==> config.mk <==
export PLATFORM = sky130hd
export DESIGN_NAME = multiboot_ctrl
export DESIGN_NICKNAME = d
export VERILOG_FILES = /design/src/rtl/multiboot_ctrl.sv
export SDC_FILE = /design/constraint.sdc
export NUM_CORES = 1
export LEC_CHECK = 0
export BUFFER_PORTS_ARGS = -buffer_cell sky130_fd_sc_hd__buf_2
export CORE_UTILIZATION = 35
export CTS_CLUSTER_SIZE = 40
export DETAILED_ROUTE_END_ITERATION = 8
export PLACE_DENSITY = 0.57
export SLEW_MARGIN = 20
export SYNTH_ARGS = -nofsm -noshare
export SYNTH_HDL_FRONTEND = slang
export SYNTH_SLANG_ARGS = --single-unit
==> constraint.sdc <==
create_clock -name clk_48mhz -period 2.46 [get_ports clk_48mhz]
set_input_delay 0.246 -clock clk_48mhz [delete_from_list [all_inputs] [get_ports clk_48mhz]]
set_output_delay 0.246 -clock clk_48mhz [all_outputs]
set_load 0.03 [all_outputs]
==> src/rtl/multiboot_ctrl.sv <==
// Warmboot/multiboot sequencer: selects an image at runtime and fires SB_WARMBOOT after an arm delay.
// Latency: BOOT rises BOOT_DELAY_CYCLES+1 clocks after an accepted boot_req; req_err pulses 1 clock after a rejected one.
// Backpressure: none; requests outside IDLE are dropped, and cancel aborts only in ARM/DELAY.
//
// Ports: clk_48mhz, reset (sync, active-high); boot_req/boot_image request strobe and index;
//        boot_cancel aborts a pending boot; btn_n async active-low button; busy/req_err/led status;
//        warmboot_s1/s0/boot go straight to SB_WARMBOOT.
// Option: define MULTIBOOT_BTN_EN to build the button synchroniser and hold-to-boot counter.
module multiboot_ctrl #(
  parameter int NUM_IMAGES        = 4,
  parameter int DEFAULT_IMAGE     = 1,
  parameter int BOOT_DELAY_CYCLES = 48000,
  parameter int FIRE_CYCLES       = 4,
  parameter int HOLD_CYCLES       = 96000,
  parameter int LED_DIV_BIT       = 21
) (
  input  logic       clk_48mhz,
  input  logic       reset,
  input  logic       boot_req,
  input  logic [1:0] boot_image,
  input  logic       boot_cancel,
  input  logic       btn_n,
  output logic       busy,
  output logic       req_err,
  output logic       led,
  output logic       warmboot_s1,
  output logic       warmboot_s0,
  output logic       warmboot_boot
);

  localparam int DLY_W   = $clog2(BOOT_DELAY_CYCLES) + 1;
  localparam int FIRE_W  = $clog2(FIRE_CYCLES) + 1;
  localparam int HOLD_W  = $clog2(HOLD_CYCLES) + 1;
  localparam int LED_BIT = (LED_DIV_BIT < DLY_W) ? LED_DIV_BIT : 0;

  // One-hot so that warmboot_boot and busy decode from single flop bits.
  typedef enum logic [4:0] {
    S_IDLE  = 5'b00001,
    S_ARM   = 5'b00010,
    S_DELAY = 5'b00100,
    S_FIRE  = 5'b01000,
    S_HALT  = 5'b10000
  } state_t;

  state_t            state, state_nxt;
  logic [DLY_W-1:0]  delay_cnt;
  logic [FIRE_W-1:0] fire_cnt;
  logic [1:0]        image;
  logic              btn_trig;
  logic [1:0]        start_img;
  logic              img_ok;
  logic              delay_done;

  // boot_req takes priority over a simultaneous button trigger.
  always_comb begin
    start_img = boot_req ? boot_image : 2'(DEFAULT_IMAGE);
    img_ok    = ({1'b0, start_img} < 3'(NUM_IMAGES));
  end

  // Counter holds the remaining DELAY cycles; leave on the edge where it reaches 0.
  assign delay_done = (delay_cnt <= DLY_W'(1));

`ifdef MULTIBOOT_BTN_EN
  logic [1:0]        btn_sync;
  logic [HOLD_W-1:0] hold_cnt;

  // Counter saturates at HOLD_CYCLES, so a held button triggers once and must be released.
  always_ff @(posedge clk_48mhz) begin
    if (reset) begin
      btn_sync <= 2'b11;
      hold_cnt <= '0;
    end else begin
      btn_sync <= {btn_sync[0], btn_n};
      if (btn_sync[1])
        hold_cnt <= '0;
      else if (hold_cnt != HOLD_W'(HOLD_CYCLES))
        hold_cnt <= hold_cnt + 1'b1;
    end
  end

  assign btn_trig = ~btn_sync[1] && (hold_cnt == HOLD_W'(HOLD_CYCLES - 1));
`else
  logic unused_btn;
  assign unused_btn = btn_n;
  assign btn_trig   = 1'b0;
`endif

  // State register
  always_ff @(posedge clk_48mhz) begin
    if (reset) state <= S_IDLE;
    else       state <= state_nxt;
  end

  // Next-state logic
  always_comb begin
    state_nxt = state;
    case (state)
      S_IDLE:  if ((boot_req || btn_trig) && img_ok) state_nxt = S_ARM;
      S_ARM:   state_nxt = boot_cancel ? S_IDLE : S_DELAY;
      S_DELAY: begin
        if (boot_cancel)     state_nxt = S_IDLE;
        else if (delay_done) state_nxt = S_FIRE;
      end
      S_FIRE:  if (fire_cnt == FIRE_W'(FIRE_CYCLES - 1)) state_nxt = S_HALT;
      S_HALT:  state_nxt = S_HALT;
      default: state_nxt = S_IDLE;
    endcase
  end

  // Outputs
  always_comb begin
    busy          = (state != S_IDLE);
    warmboot_boot = (state == S_FIRE);
    warmboot_s1   = image[1];
    warmboot_s0   = image[0];
    case (state)
      S_IDLE:         led = 1'b0;
      S_ARM, S_DELAY: led = delay_cnt[LED_BIT];
      default:        led = 1'b1;
    endcase
  end

  // Counters, image latch and error pulse
  always_ff @(posedge clk_48mhz) begin
    if (reset) begin
      delay_cnt <= '0;
      fire_cnt  <= '0;
      image     <= 2'(DEFAULT_IMAGE);
      req_err   <= 1'b0;
    end else begin
      req_err <= (state == S_IDLE) && boot_req && !img_ok;

      if ((state == S_IDLE) && (boot_req || btn_trig) && img_ok)
        image <= start_img;

      case (state)
        S_ARM:   delay_cnt <= boot_cancel ? '0 : DLY_W'(BOOT_DELAY_CYCLES - 1);
        S_DELAY: delay_cnt <= (boot_cancel || delay_done) ? '0 : delay_cnt - 1'b1;
        default: delay_cnt <= '0;
      endcase

      if (state == S_FIRE) fire_cnt <= fire_cnt + 1'b1;
      else                 fire_cnt <= '0;
    end
  end

endmodule

* After elaboration in Yosys (flattened, before gate mapping) *
Index checks and enable logic that the tools add are counted.

operators by class
  add/sub/neg operators = 2
  $lt $le $gt $ge = 1
  equal/unequal tests = 10
  muxes and demuxes = 11
  bitwise logic cells = 1
  reductions and logical operators = 5

operator list
  cell                                                                     number
  17-bit case mux with 2 select lines                                      1
  5-bit case mux with 5 select lines                                       1
  5-bit 2-to-1 mux                                                         4
  17-bit by 1-bit <= comparator with 1-bit output, second input constant   1
  17-bit 2-to-1 mux                                                        1
  17-bit by 1-bit subtractor with 17-bit output, second input constant     1
  16-bit 2-to-1 mux                                                        1
  5-bit by 1-bit == test with 1-bit output, second input constant          1
  5-bit by 2-bit == test with 1-bit output, second input constant          1
  5-bit by 3-bit == test with 1-bit output, second input constant          1
  5-bit by 4-bit == test with 1-bit output, second input constant          1
  5-bit == test, second input constant                                     1
  5-bit by 1-bit inequality test with 1-bit output, second input constant  1
  2-bit OR reduction                                                       2
  3-bit by 1-bit adder with 3-bit output, second input constant            1
  3-bit by 2-bit == test with 1-bit output, second input constant          1
  3-bit 2-to-1 mux                                                         1
  3-bit inequality test, second input constant                             1
  3-bit AND reduction                                                      1
  2-bit 2-to-1 mux                                                         1
  2-bit by 1-bit inequality test with 1-bit output, second input constant  1
  2-bit inequality test, second input constant                             1
  1-bit case mux with 2 select lines                                       1
  1-bit logical AND                                                        1
  other kinds (2)                                                          2

word-level totals
  flip-flop bits (word level) = 27
  bits of input ports = 7
  logic and storage cells = 34

* Logic depth before layout (Yosys ltp) *
Gate-level depths: netlist (run 1).

  depth in word-level cells = 4
  depth in mapped cells = 7
  gate-level depth less buffers = 7

* Worst setup path before layout (run 1) *
No wires, ideal clock.

  path kind = register to register
  start = register delay_cnt[11]
  end = register delay_cnt[4]
  arrival time = 1.832 ns
  data required time = 2.328 ns
  path slack = 0.496 ns
  stages on the path, launching flop included = 7
  clock period less this slack = 1.964 ns
  path through = dfxtp_1 -> or4_4 -> or4_1 -> o21a_2 -> nand2b_2 -> buf_4 -> o21ai_0

on the way
  cells in the longest elaborated chain, start to end = 4

ends and longest elaborated chain
  item                                             RTL line  source
  start: declaration                               46        logic [DLY_W-1:0] delay_cnt;
  start signal: assignment                         137       S_ARM: delay_cnt <= boot_cancel ? '0 : DLY_W'(BOOT_DELAY_CYCLES - 1);
  start signal: assignment                         138       S_DELAY: delay_cnt <= (boot_cancel || delay_done) ? '0 : delay_cnt - 1'b1;
  17-bit by 1-bit <= comparator with 1-bit output  61        assign delay_done = (delay_cnt <= DLY_W'(1));
  1-bit logical OR                                 138
  17-bit 2-to-1 mux                                138
  17-bit case mux with 2 select lines              136       case (state)

No other way between the ends.
A chain may end at the register's enable or synchronous reset.

* Worst setup path after layout (run 1) *
  start = register delay_cnt[11]
  end = register delay_cnt[15]

on the way
  cells in the longest elaborated chain, start to end = 4
  elaborated cells on any way between the ends = 5
  classes of those cells = add/sub (1); order compare (1); mux (2); reduce/logical (1)

ends and longest elaborated chain
  item                                             RTL line
  17-bit by 1-bit <= comparator with 1-bit output  61
  1-bit logical OR                                 138
  17-bit 2-to-1 mux (*)                            138
  17-bit case mux with 2 select lines (*)          136

Every way passes the cells marked *; elsewhere a longest branch is shown, timed or not.

==> run summary, run 1 <==
The first-pass GRT wire length is 3670 µm. The stage delay of the slowest cell on the critical path is 0.56 ns. The share of synthesized flip-flops with an asynchronous set or reset came out at 0%.

Summing every instance area after synthesis gives 1250 µm². The floorplan step set the die height to just over 60 µm. The number of synthesized flops with an enable pin came out at 0. The share of final-layout standard cells stronger than drive strength 1 is 12.7%. The number of buffers added for setup after CTS came out at 0. In the global route stage, overall resource usage came out at 13.1%. The die covers 3800 µm². In the synthesized netlist the dominant register cell turns out to be dfxtp_1. The via count of the first global-routing pass came out at 906. The worst setup path is captured at a flop. The worst-case IR drop observed on VDD is 0.362 mV. The width of the die is 61.7 µm. The number of buffers and inverters on the critical path is 0.

The total wirelength of the detailed-routed design is 2190 µm. Buffers inserted to repair hold after CTS numbered 0. Of the post-synthesis cell area, the dominant cell type holds 43.4%. Broken down by cell family, the worst path's largest delay share belongs to simple AND/OR/NAND/NOR gates.

The largest total area in the synthesized netlist belongs to dfxtp_1. The TritonCTS sink count came out at 27. The total inserted antenna cells is 0. The count of cells resized by post-cts repair came out at 0. Data on the critical path arrives at its endpoint at 2.30 ns. The number of cells on the worst reg-to-reg path is 5. For this run, the top clock speed supported by timing is approximately 0.47 GHz. Wire segments on met2 add up to 1100 µm in the final route. The slowest library cell on the worst path is or4_4. The wire length on met1 is 1010 µm.

The endpoint with the worst hold slack is image[1]$_SDFFE_PP0P_. The instance count along the most critical hold path came out at 3. For this design the ratio of total power to cell area is 555 nW/µm².

The tool flagged a number of max-cap violations equal to 0. The count of placed standard cells including taps came out at 192. Setup repair after global routing left no endpoint under its margin. TritonCTS built the clock tree. The maximum net fanout on the critical path came out at 16.

The number of rows in the core area came out at 21. Summing the sequential cell areas from Yosys gives a little over two fifths of the chip area. The routed length per instance came out at 11.2 µm. The endpoint identified for the worst register-to-register timing path is delay_cnt[15]$_SDFF_PP0_. Once detail routing completed, the nets flagged for antenna violations numbered 0.

The final total negative setup slack is 0 ns. By area the synthesized netlist is led by dfxtp_1 43%, xnor2_1 7.7%, nor2_1 6.0%, o21ai_0 5.6%, xor2_1 4.2%. The top layer used by detailed routing is met4.

The number of H-tree levels came out at 1. For the finished layout, the period the worst path requires is 2.12 ns. The transition at the pin with the smallest max-transition slack is approximately 0.57 ns.

The number of nets in the layout is 162. The total iterations of the first detailed-routing run came out at 4. The most common cell in the synthesized netlist is dfxtp_1. Clock latency on the worst-skew pair, taken at its later pin, is around 0.32 ns. The post-DP HPWL came out at 1660 µm. The leakage power is slightly above 0.0006 µW. The share of the clock period used by the worst path came out at 86.1%. The number of buffers added on ports came out at 10. The residual DRC count came out at 0.

The initial cell density of the core came out at 37.1%. The detailed router placed 942 vias in this run. The number of buffers on the longest clock path came out at 2. The worst register-to-register path begins at delay_cnt[11]$_SDFF_PP0_. On the final layout, the worst clock skew is between 0.009 and 0.01 ns.

After global routing the overflow that remains totals 0. The register bit total from synthesis came out at 27. The number of nets in the synthesized netlist is ~150. The area of the core came out at ~3400 µm². The signed area change from the synthesized netlist to the final layout is 8.53%.

Ranked by instance count, the synthesized netlist is headed by 27 x dfxtp_1, 20 x nor2_1, 14 x o21ai_0. The required time at the worst-slack endpoint is 2.65 ns. The number of distinct library cell variants in the gate-level netlist after synthesis is 33.

The worst max-slew margin expressed relative to the limit came out at between 60% and 70%. The worst setup path is of the reg2reg kind. The signal on the critical path passes through or4_4 > or4_1 > o21a_2 > nand2b_2 > o21ai_0. The startpoint identified for the worst hold timing path is boot_image[1].

The total CTS buffers came out at 3. The number of setup violations in the final report is 0. In this run the clock root is driven by a clkbuf_4.

The routability-driven placement congestion ratio came out at about 0.75. The min-delay analysis places its worst path in the category in2reg. The total number of yosys warnings came out at 0. The post-CTS clock slew at the launch and capture registers of the worst setup and hold paths came out at roughly 0.14 ns. The number of max-slew violations in the final report is 0. The initial detailed-routing violation count is 21. The register-to-register setup slack is 0.34 ns. The detailed-routed wire length on met3 came out at roughly 61 µm.

The final count of hold timing violations is 0. The post-synthesis cell count is ~140. Using the TritonRoute via totals, the vias-per-cell ratio works out to 4.81. The flow ran to the end, and the final reports show no timing, DRC or antenna violations. The largest net degree at the start of global routing came out at 17. The final-layout worst hold slack came out at 0.154 ns. For this design the top-level I/O count stands at 13. The filler-free cell count of the finished design came out at 196. The average cell area after synthesis came out at between 8 and 9 µm². STA classifies the critical path startpoint as a flop. The number of antenna violations at the first check in global routing came out at 0.
flip-flops by register name (all words and copies together) (netlist names):
signal / cells
fire_cnt: 3
state: 5
delay_cnt: 17
image: 2
layout by cell type (no fill, tap or decap), types with 3 or more instances in the layout:
cell,instances
nand2_1,7
inv_1,7
nor3_1,8
nor3b_1,4
nor4_1,3
dfxtp_1,27
nand2b_1,3
nor2_1,20
xor2_1,6
o21ai_0,14
buf_2,10
xnor2_1,11
ha_1,4
clkbuf_4,3
tightest hold or removal path, cell delays in order:
cell	delay, ns
buf_2	0.07
mux2i_1	0.05
nor2_1	0.07
where the power goes:
| part | switching (µW) | internal, µW | total, µW | leakage, µW |
|---|---|---|---|---|
| sequential | 9.49 | 446 | 456 | 0.000218 |
| clock | 124 | 63.4 | 187 | 0.0000150 |
| combinational | 63.2 | 45.3 | 108 | 0.000373 |
| total | 196 | 555 | 751 | 0.000606 |
stage by stage:
| stage | power [µW] | instance area [µm²] | utilization (%) | setup slack (ns) |
|---|---|---|---|---|
| 2_1_floorplan | 552 | 1250 | - | 0.496 |
| 4_1_cts | 765 | 1350 | 40.2 | 0.327 |
| 6_report | 751 | 1350 | 40.2 | 0.342 |
| 3_5_place_dp | 574 | 1330 | 39.4 | 0.344 |
| 3_3_place_gp | 572 | 1330 | 39.4 | 0.382 |
| 5_1_grt | 789 | 1350 | 40.2 | 0.206 |
per-layer routing:
layer	vias to the layer above	global-route usage (%)
li1	496	-
met1	432	14.5
met2	12	24.6
met3	2	3.78
met4	0	2.86
met5	-	0
layout make-up:
cell class / instances / area (µm²)
Fill cell: 364 / 2010
Multi-Input combinational cell: 102 / 652
Sequential cell: 27 / 541
Tap cell: 46 / 57.6
Timing Repair Buffer: 10 / 50.0
Clock buffer: 4 / 26.3
Inverter: 7 / 26.3
how the worst max path moves through the flow:
stage                     cells after the start  slack, ns                  endpoint                      from
after detailed placement                      5       0.34   delay_cnt[3]$_SDFF_PP0_  delay_cnt[11]$_SDFF_PP0_
after global placement                        5       0.38  delay_cnt[15]$_SDFF_PP0_  delay_cnt[11]$_SDFF_PP0_
after floorplan                               6       0.50   delay_cnt[4]$_SDFF_PP0_  delay_cnt[11]$_SDFF_PP0_
final                                         5       0.34  delay_cnt[15]$_SDFF_PP0_  delay_cnt[11]$_SDFF_PP0_
after CTS                                     5       0.33  delay_cnt[15]$_SDFF_PP0_  delay_cnt[11]$_SDFF_PP0_
after global routing                          5       0.21  delay_cnt[15]$_SDFF_PP0_  delay_cnt[11]$_SDFF_PP0_
cell families (layout without fill, tap and decap cells):
| family | after synthesis | in the layout | synth area share [%] |
|---|---|---|---|
| AND/OR/NAND/NOR | 57 | 57 | 24.7 |
| flip-flops | 27 | 27 | 43.4 |
| AO/OA/AOI/OAI | 22 | 22 | 10.5 |
| XOR/XNOR | 17 | 17 | 11.9 |
| buffers and inverters | 12 | 21 | 4.32 |
| adder cells (fa/ha/maj) | 4 | 4 | 4.02 |
| other | 1 | 1 | 0.301 |
| multiplexers | 1 | 1 | 0.803 |
Note: power is estimated with default switching activity, not from simulation.
==> inputs of run 2 (changes only) <==
--- a/config.mk
+++ b/config.mk
@@ -7,8 +7,8 @@
 export LEC_CHECK = 0
 export BUFFER_PORTS_ARGS = -buffer_cell sky130_fd_sc_hd__buf_2
-export CORE_UTILIZATION = 35
+export CORE_UTILIZATION = 40
 export CTS_CLUSTER_SIZE = 40
 export DETAILED_ROUTE_END_ITERATION = 8
-export PLACE_DENSITY = 0.57
+export PLACE_DENSITY = 0.63
 export SLEW_MARGIN = 20
 export SYNTH_ARGS = -nofsm -noshare
==> constraint.sdc (replaced) <==
create_clock -name clk_48mhz -period 2.46 [get_ports clk_48mhz]
set_input_delay 0.246 -clock clk_48mhz [delete_from_list [all_inputs] [get_ports clk_48mhz]]
set_output_delay 0.246 -clock clk_48mhz [all_outputs]
set_load 0.05 [all_outputs]
==> run summary, run 2 (synthesized netlist as in run 1, its figures left out) <==
The initial cell density of the core came out at 43.7% (was 37.1%). The total grt overflow is 0 (unchanged). The final count of hold timing violations is 0 (unchanged).

The maximum net fanout on the critical path is 16 (unchanged). The total iterations of the first detailed-routing run came to 6 (was 4). The height of the die came out at 57.8 µm (was 61.7 µm).

The TritonCTS clock tree is done (unchanged). The number of cells on the worst reg-to-reg path is 5 (unchanged). The share of the clock period used by the worst path came out at 85.1% (was 86.1%). The via count normalized by instance count is 5.20 (was 4.81). The leakage power is 0.000606 µW (unchanged).

The core occupancy in the finished layout was 46.8% (was 40.2%). The largest net degree at the start of global routing is 17 (unchanged). The buffers plus inverters on the worst setup path is 0 (unchanged). The total wirelength of the detailed-routed design came out at 2100 µm (was 2190 µm).

The worst max-slew margin expressed relative to the limit was 63.5% (was 61.9%). The transition at the pin with the smallest max-transition slack came out at 0.542 ns (was 0.566 ns). The signed area change from the synthesized netlist to the final layout came to 7.03% (was 8.53%). The post-DP HPWL was 1580 µm (was 1660 µm). The routed length on met2 came out at 1010 µm (was 1100 µm). The number of setup violations in the final report came out at 0 (unchanged). The post-route worst setup slack was 0.367 ns (was 0.342 ns).

The total power per unit cell area is 571 nW/µm² (was 555 nW/µm²). The number of buffers added for setup after CTS came out at 0 (unchanged). The total routing usage reported by global routing came out at 14.5% (was 13.1%).

The final critical-path required period came out at 2.09 ns (was 2.12 ns). The detailed-routed wire length on met3 was 58 µm (was 61 µm). The final-layout worst hold slack came out at 0.154 ns (about the same). The routed length per instance was 11.6 µm (was 11.2 µm). The TritonCTS sink count is 27 (unchanged). The width of the die came out at 57.8 µm (was 61.7 µm).

The number of rows in the core area came out at 19 (was 21). The top layer used by detailed routing was met4 (unchanged). The number of max-slew violations in the final report came to 0 (unchanged). The worst clock skew on the final layout is 0.00501 ns (was 0.00918 ns). Cells traversed along the worst timing path: or4_4 > or4_1 > o21a_2 > nand2b_2 > o21ai_0 (unchanged). The share of final-layout standard cells stronger than drive strength 1 is 12.7% (unchanged). The number of buffers added on ports came out at 10 (unchanged). Unrepaired setup endpoints after global routing: no (unchanged).

The master cell of the clock root buffer is clkbuf_4 (unchanged). The worst setup slack after placement came out at 0.359 ns (was 0.344 ns). The source-to-sink clock delay at the later pin of the worst-skew pair came out at 0.32 ns (about the same). The kind of cell adding the most delay to the critical path was simple AND/OR/NAND/NOR gates (unchanged). The area of the die is 3340 µm² (was 3800 µm²). The total CTS buffers came out at 3 (unchanged). The residual DRC count came to 1 (was 0). The register with the highest flop count is delay_cnt (unchanged).

The number of buffers on the longest clock path came to 2 (unchanged). The total power is 762 µW (was 751 µW). The capturing element type of the critical path was a flop (unchanged). The post-CTS clock slew at the launch and capture registers of the worst setup and hold paths is 0.13 ns (was 0.14 ns). The routability-driven placement congestion ratio was 0.875 (was 0.745).

The number of H-tree levels came out at 1 (unchanged). The register-to-register setup slack came out at 0.37 ns (was 0.34 ns). The boundary pin count came to 13 (unchanged). The capture point of the worst reg-to-reg path is delay_cnt[15]$_SDFF_PP0_ (unchanged). The critical path start-end classification is reg2reg (unchanged). The flip-flop count of the largest register, all copies and words added came to 17 (unchanged). The total via count after detailed routing was 941 (was 942). The endpoint with the worst hold slack was image[1]$_SDFFE_PP0P_ (unchanged).

The number of buffers inserted by hold repair at cts is 0 (unchanged). The instance count along the most critical hold path came out at 3 (unchanged). The total of max-cap violations came out at 0 (unchanged). The class of the worst hold path is in2reg (unchanged). The kind of start point of the critical path was a flop (unchanged).

The checks that failed: design-rule violations. The final total negative setup slack was 0 ns (unchanged). The area of the core came out at 2850 µm² (was 3360 µm²).

The most common cell after layout, fill and taps aside is dfxtp_1 (unchanged). The wire length on met1 came out at 1010 µm (about the same). The worst flop-to-flop path startpoint is delay_cnt[11]$_SDFF_PP0_ (unchanged). Run status: finished, violations left (was completed). The stage delay of the slowest cell on the critical path came out at 0.56 ns (about the same). Top flop regs: delay_cnt (17), state (5), fire_cnt (3) (unchanged). The first-pass GRT wire length is 3780 µm (was 3670 µm). The timing-limited maximum frequency is 0.478 GHz (was 0.472 GHz). The number of nets in the layout came to 162 (unchanged).

The remaining number of nets flagged by the antenna check after routing is 0 (unchanged). The via count of the first global-routing pass came out at 892 (was 906). The number of antenna violations at the first check in global routing is 0 (unchanged). The first element of the critical path is delay_cnt[11]$_SDFF_PP0_ (unchanged). The arrival time of the worst setup path is 2.29 ns (was 2.30 ns). The slowest library cell on the worst path is or4_4 (unchanged).

Commonest non-fill, non-tap cells in the layout: 27 x dfxtp_1, 20 x nor2_1, 14 x o21ai_0, 11 x xnor2_1, 10 x buf_2 (unchanged). The origin of the worst min-delay path is boot_image[1] (unchanged). The initial detailed-routing violation count is 63 (was 21). The total inserted antenna cells is 0 (unchanged). The peak supply drop is 0.318 mV (was 0.362 mV). The required time at the worst-slack endpoint is 2.65 ns (about the same). The count of cells resized by post-cts repair came to 0 (unchanged).
[run 2: cell counts in the layout (fill, tap and decap cells not counted)]
No cell type changed its count.
[run 2: worst max-delay path by stage]
stage | end | depth (start not counted)
after floorplan | delay_cnt[4]$_SDFF_PP0_ | 6
after global placement | delay_cnt[15]$_SDFF_PP0_ | 5
after detailed placement | delay_cnt[11]$_SDFF_PP0_ | 5
after CTS | delay_cnt[11]$_SDFF_PP0_ | 5
after global routing | delay_cnt[12]$_SDFF_PP0_ | 5
final | delay_cnt[15]$_SDFF_PP0_ | 5
[run 2: stage by stage]
| step | instances | area, µm² |
|---|---|---|
| floorplan | 141 | 1250 |
| global placement | 177 | 1310 |
| detailed placement | 177 | 1310 |
| CTS | 181 | 1330 |
| global route | 181 | 1330 |
| finish | 181 | 1330 |
[run 2: per-layer routing]
metal | track usage, % | vias to the layer above
li1 | - | 495
met1 | 18.0 | 435
met2 | 24.1 | 9
met3 | 5.36 | 2
met4 | 3.06 | 0
met5 | 0 | -
[run 2: cell type report]
cell class              count  area [µm²]
clock buffers               4        26.3
multi-input cells         102         652
repair buffers             10        50.0
flip-flops and latches     27         541
well taps                  31        38.8
fillers                   281        1520
inverters                   7        26.3
[run 2: report_power, final]
group          total, µW  switching (µW)  internal (µW)
registers            455            9.03            446
clock network        184             121           63.5
logic                123            77.7           45.3
[run 2: worst reg2reg max path, cell delays in order (launching register included)]
cell and delay (ns):
dfxtp_1 0.35, or4_4 0.56, or4_1 0.43, o21a_2 0.26, nand2b_2 0.23, o21ai_0 0.14
==> inputs of run 3 (changes only) <==
- MAX_ROUTING_LAYER: default -> met4
- REMOVE_ABC_BUFFERS: default -> 1
==> run summary, run 3 (synthesized netlist as in run 1, its figures left out) <==
The remaining number of nets flagged by the antenna check after routing came out at 0 (unchanged). The peak supply drop came out at 0.291 mV (was 0.318 mV). The worst max-slew margin expressed relative to the limit is 66.9% (was 63.5%). The timing-limited maximum frequency came out at 0.473 GHz (was 0.478 GHz). The width of the die is 57.8 µm (unchanged). The area of the core came out at 2850 µm² (unchanged).

Run status: completed (was finished, violations left). The TritonCTS clock tree was done (unchanged). The residual DRC count came out at 0 (was 1). The number of setup violations in the final report is 0 (unchanged). The slowest library cell on the worst path was or4_4 (unchanged).

The number of buffers added for setup after CTS is 0 (unchanged). The signed area change from the synthesized netlist to the final layout came out at 7.13% (was 7.03%). The first-pass GRT wire length came out at 3850 µm (was 3780 µm).

The total of max-cap violations was 0 (unchanged). The post-CTS clock slew at the launch and capture registers of the worst setup and hold paths is 0.14 ns (was 0.13 ns). The placement-stage cell area was 1310 µm² (unchanged). The number of buffers added on ports is 10 (unchanged). The kind of start point of the critical path is a flop (unchanged). The stage delay of the slowest cell on the critical path is 0.56 ns (about the same). The number of antenna violations at the first check in global routing came out at 0 (unchanged). The register with the highest flop count was delay_cnt (unchanged). The share of final-layout standard cells stronger than drive strength 1 is 13.3% (was 12.7%). The final count of hold timing violations is 0 (unchanged). Commonest non-fill, non-tap cells in the layout: 27 x dfxtp_1, 20 x nor2_1, 14 x o21ai_0, 11 x xnor2_1, 10 x buf_2 (unchanged).

The total non-filler cell area in the finished layout is 1340 µm² (was 1330 µm²). The post-DP HPWL came out at 1600 µm (was 1580 µm). The core occupancy in the finished layout was 46.8% (about the same). The number of filler instances in the final layout came out at 286 (was 281). The initial detailed-routing violation count is 37 (was 63). The required time at the worst-slack endpoint is 2.67 ns (was 2.65 ns). The number of H-tree levels is 1 (unchanged). The count of cells resized by post-cts repair came out at 0 (unchanged). The first element of the critical path is delay_cnt[11]$_SDFF_PP0_ (unchanged). The via count normalized by instance count is 5.31 (was 5.20).

The final critical-path required period came out at 2.11 ns (was 2.09 ns). The class of the worst hold path is in2reg (unchanged). The height of the die is 57.8 µm (unchanged). The leakage power is 0.000609 µW (was 0.000606 µW). The most common cell after layout, fill and taps aside is dfxtp_1 (unchanged). The routability-driven placement congestion ratio was 0.713 (was 0.875). The master cell of the clock root buffer was clkbuf_4 (unchanged).

The number of rows in the core area came out at 19 (unchanged). The boundary pin count came out at 13 (unchanged). The routed length per instance came out at 12.1 µm (was 11.6 µm). The capturing element type of the critical path is a flop (unchanged). The source-to-sink clock delay at the later pin of the worst-skew pair is 0.33 ns (was 0.32 ns). The area of the die came out at 3340 µm² (unchanged). The transition at the pin with the smallest max-transition slack is 0.493 ns (was 0.542 ns).

The total inserted antenna cells is 0 (unchanged). The total routing usage reported by global routing came out at 15.2% (was 14.5%). Unrepaired setup endpoints after global routing: no (unchanged). The origin of the worst min-delay path is boot_image[1] (unchanged).

The total wirelength of the detailed-routed design came out at 2200 µm (was 2100 µm). The number of nets in the layout came out at 162 (unchanged). The worst flop-to-flop path startpoint is delay_cnt[11]$_SDFF_PP0_ (unchanged).

The final total negative setup slack is 0 ns (unchanged). The total via count after detailed routing is 962 (was 941). The initial cell density of the core came out at 43.7% (unchanged). The largest net degree at the start of global routing is 17 (unchanged). The total iterations of the first detailed-routing run came to 4 (was 6). The TritonCTS sink count is 27 (unchanged). The number of max-slew violations in the final report is 0 (unchanged). The maximum net fanout on the critical path is 16 (unchanged). The number of buffers on the longest clock path came out at 2 (unchanged).

Cells traversed along the worst timing path: or4_4 > or4_1 > o21a_2 > nand2b_2 > o21ai_0 (unchanged). Top flop regs: delay_cnt (17), state (5), fire_cnt (3) (unchanged). The arrival time of the worst setup path came out at 2.32 ns (was 2.29 ns). The worst clock skew on the final layout came out at 0.00309 ns (was 0.00501 ns). The critical path start-end classification was reg2reg (unchanged). The total power per unit cell area is 578 nW/µm² (was 571 nW/µm²). The share of the clock period used by the worst path is 85.9% (was 85.1%). The number of buffers inserted by hold repair at cts is 0 (unchanged).

The flip-flop count of the largest register, all copies and words added was 17 (unchanged). The total grt overflow is 0 (unchanged). The total CTS buffers came out at 3 (unchanged). The via count of the first global-routing pass came out at 911 (was 892).
-- run 3: changes by cell type in the layout (fill, tap and decap cells not counted), sizes merged --
cell | before | now
clkbuf | 4 | 3
clkinv | 0 | 1
-- run 3: area by class of cell --
class	instances	area, µm²	area share, %
clock inverter	1	5.00	0.375
multi-input combinational	102	652	48.8
inverter	7	26.3	1.97
timing repair buffer	10	50.0	3.75
sequential	27	541	40.5
clock buffer	3	22.5	1.69
tap	31	38.8	2.91
-- run 3: where the power goes --
part	internal [µW]	switching (µW)	total, µW	leakage [µW]
combinational	45.3	78.4	124	0.000373
sequential	446	9.57	456	0.000218
clock	61.2	131	192	0.0000177
total	553	219	771	0.000609
-- run 3: path summary, 6_finish.rpt --
check	depth (start not counted)	end	slack (ns)
max	5	delay_cnt[11]$_SDFF_PP0_	0.35
min	3	image[1]$_SDFFE_PP0P_	0.14
max reg2reg	5	delay_cnt[11]$_SDFF_PP0_	0.35
min reg2reg	1	fire_cnt[0]$_SDFF_PP0_	0.44
-- run 3: critical path, delay by kind of cell (launching register included) --
family          cells  cell delay (ns)
simple gates        3             1.23
compound gates      2             0.41
flops               1             0.36
-- run 3: through the flow --
step                hold slack [ns]  power, µW  cells  worst slack [ns]
global route                  0.159        810    181             0.217
finish                        0.138        771    181             0.348
CTS                           0.127        786    181             0.319
floorplan                     0.318        563    136             0.499
detailed placement            0.423        589    177             0.343
global placement              0.419        586    177             0.370
-- run 3: routing by layer --
metal  global-route usage, %  vias up  part of all wire (%)
li1                        -      500                     -
met1                    16.9      442                    47
met2                    26.6       18                    48
met3                    4.69        2                   4.0
met4                    3.40        0                  0.68
met5                       -        -                     0
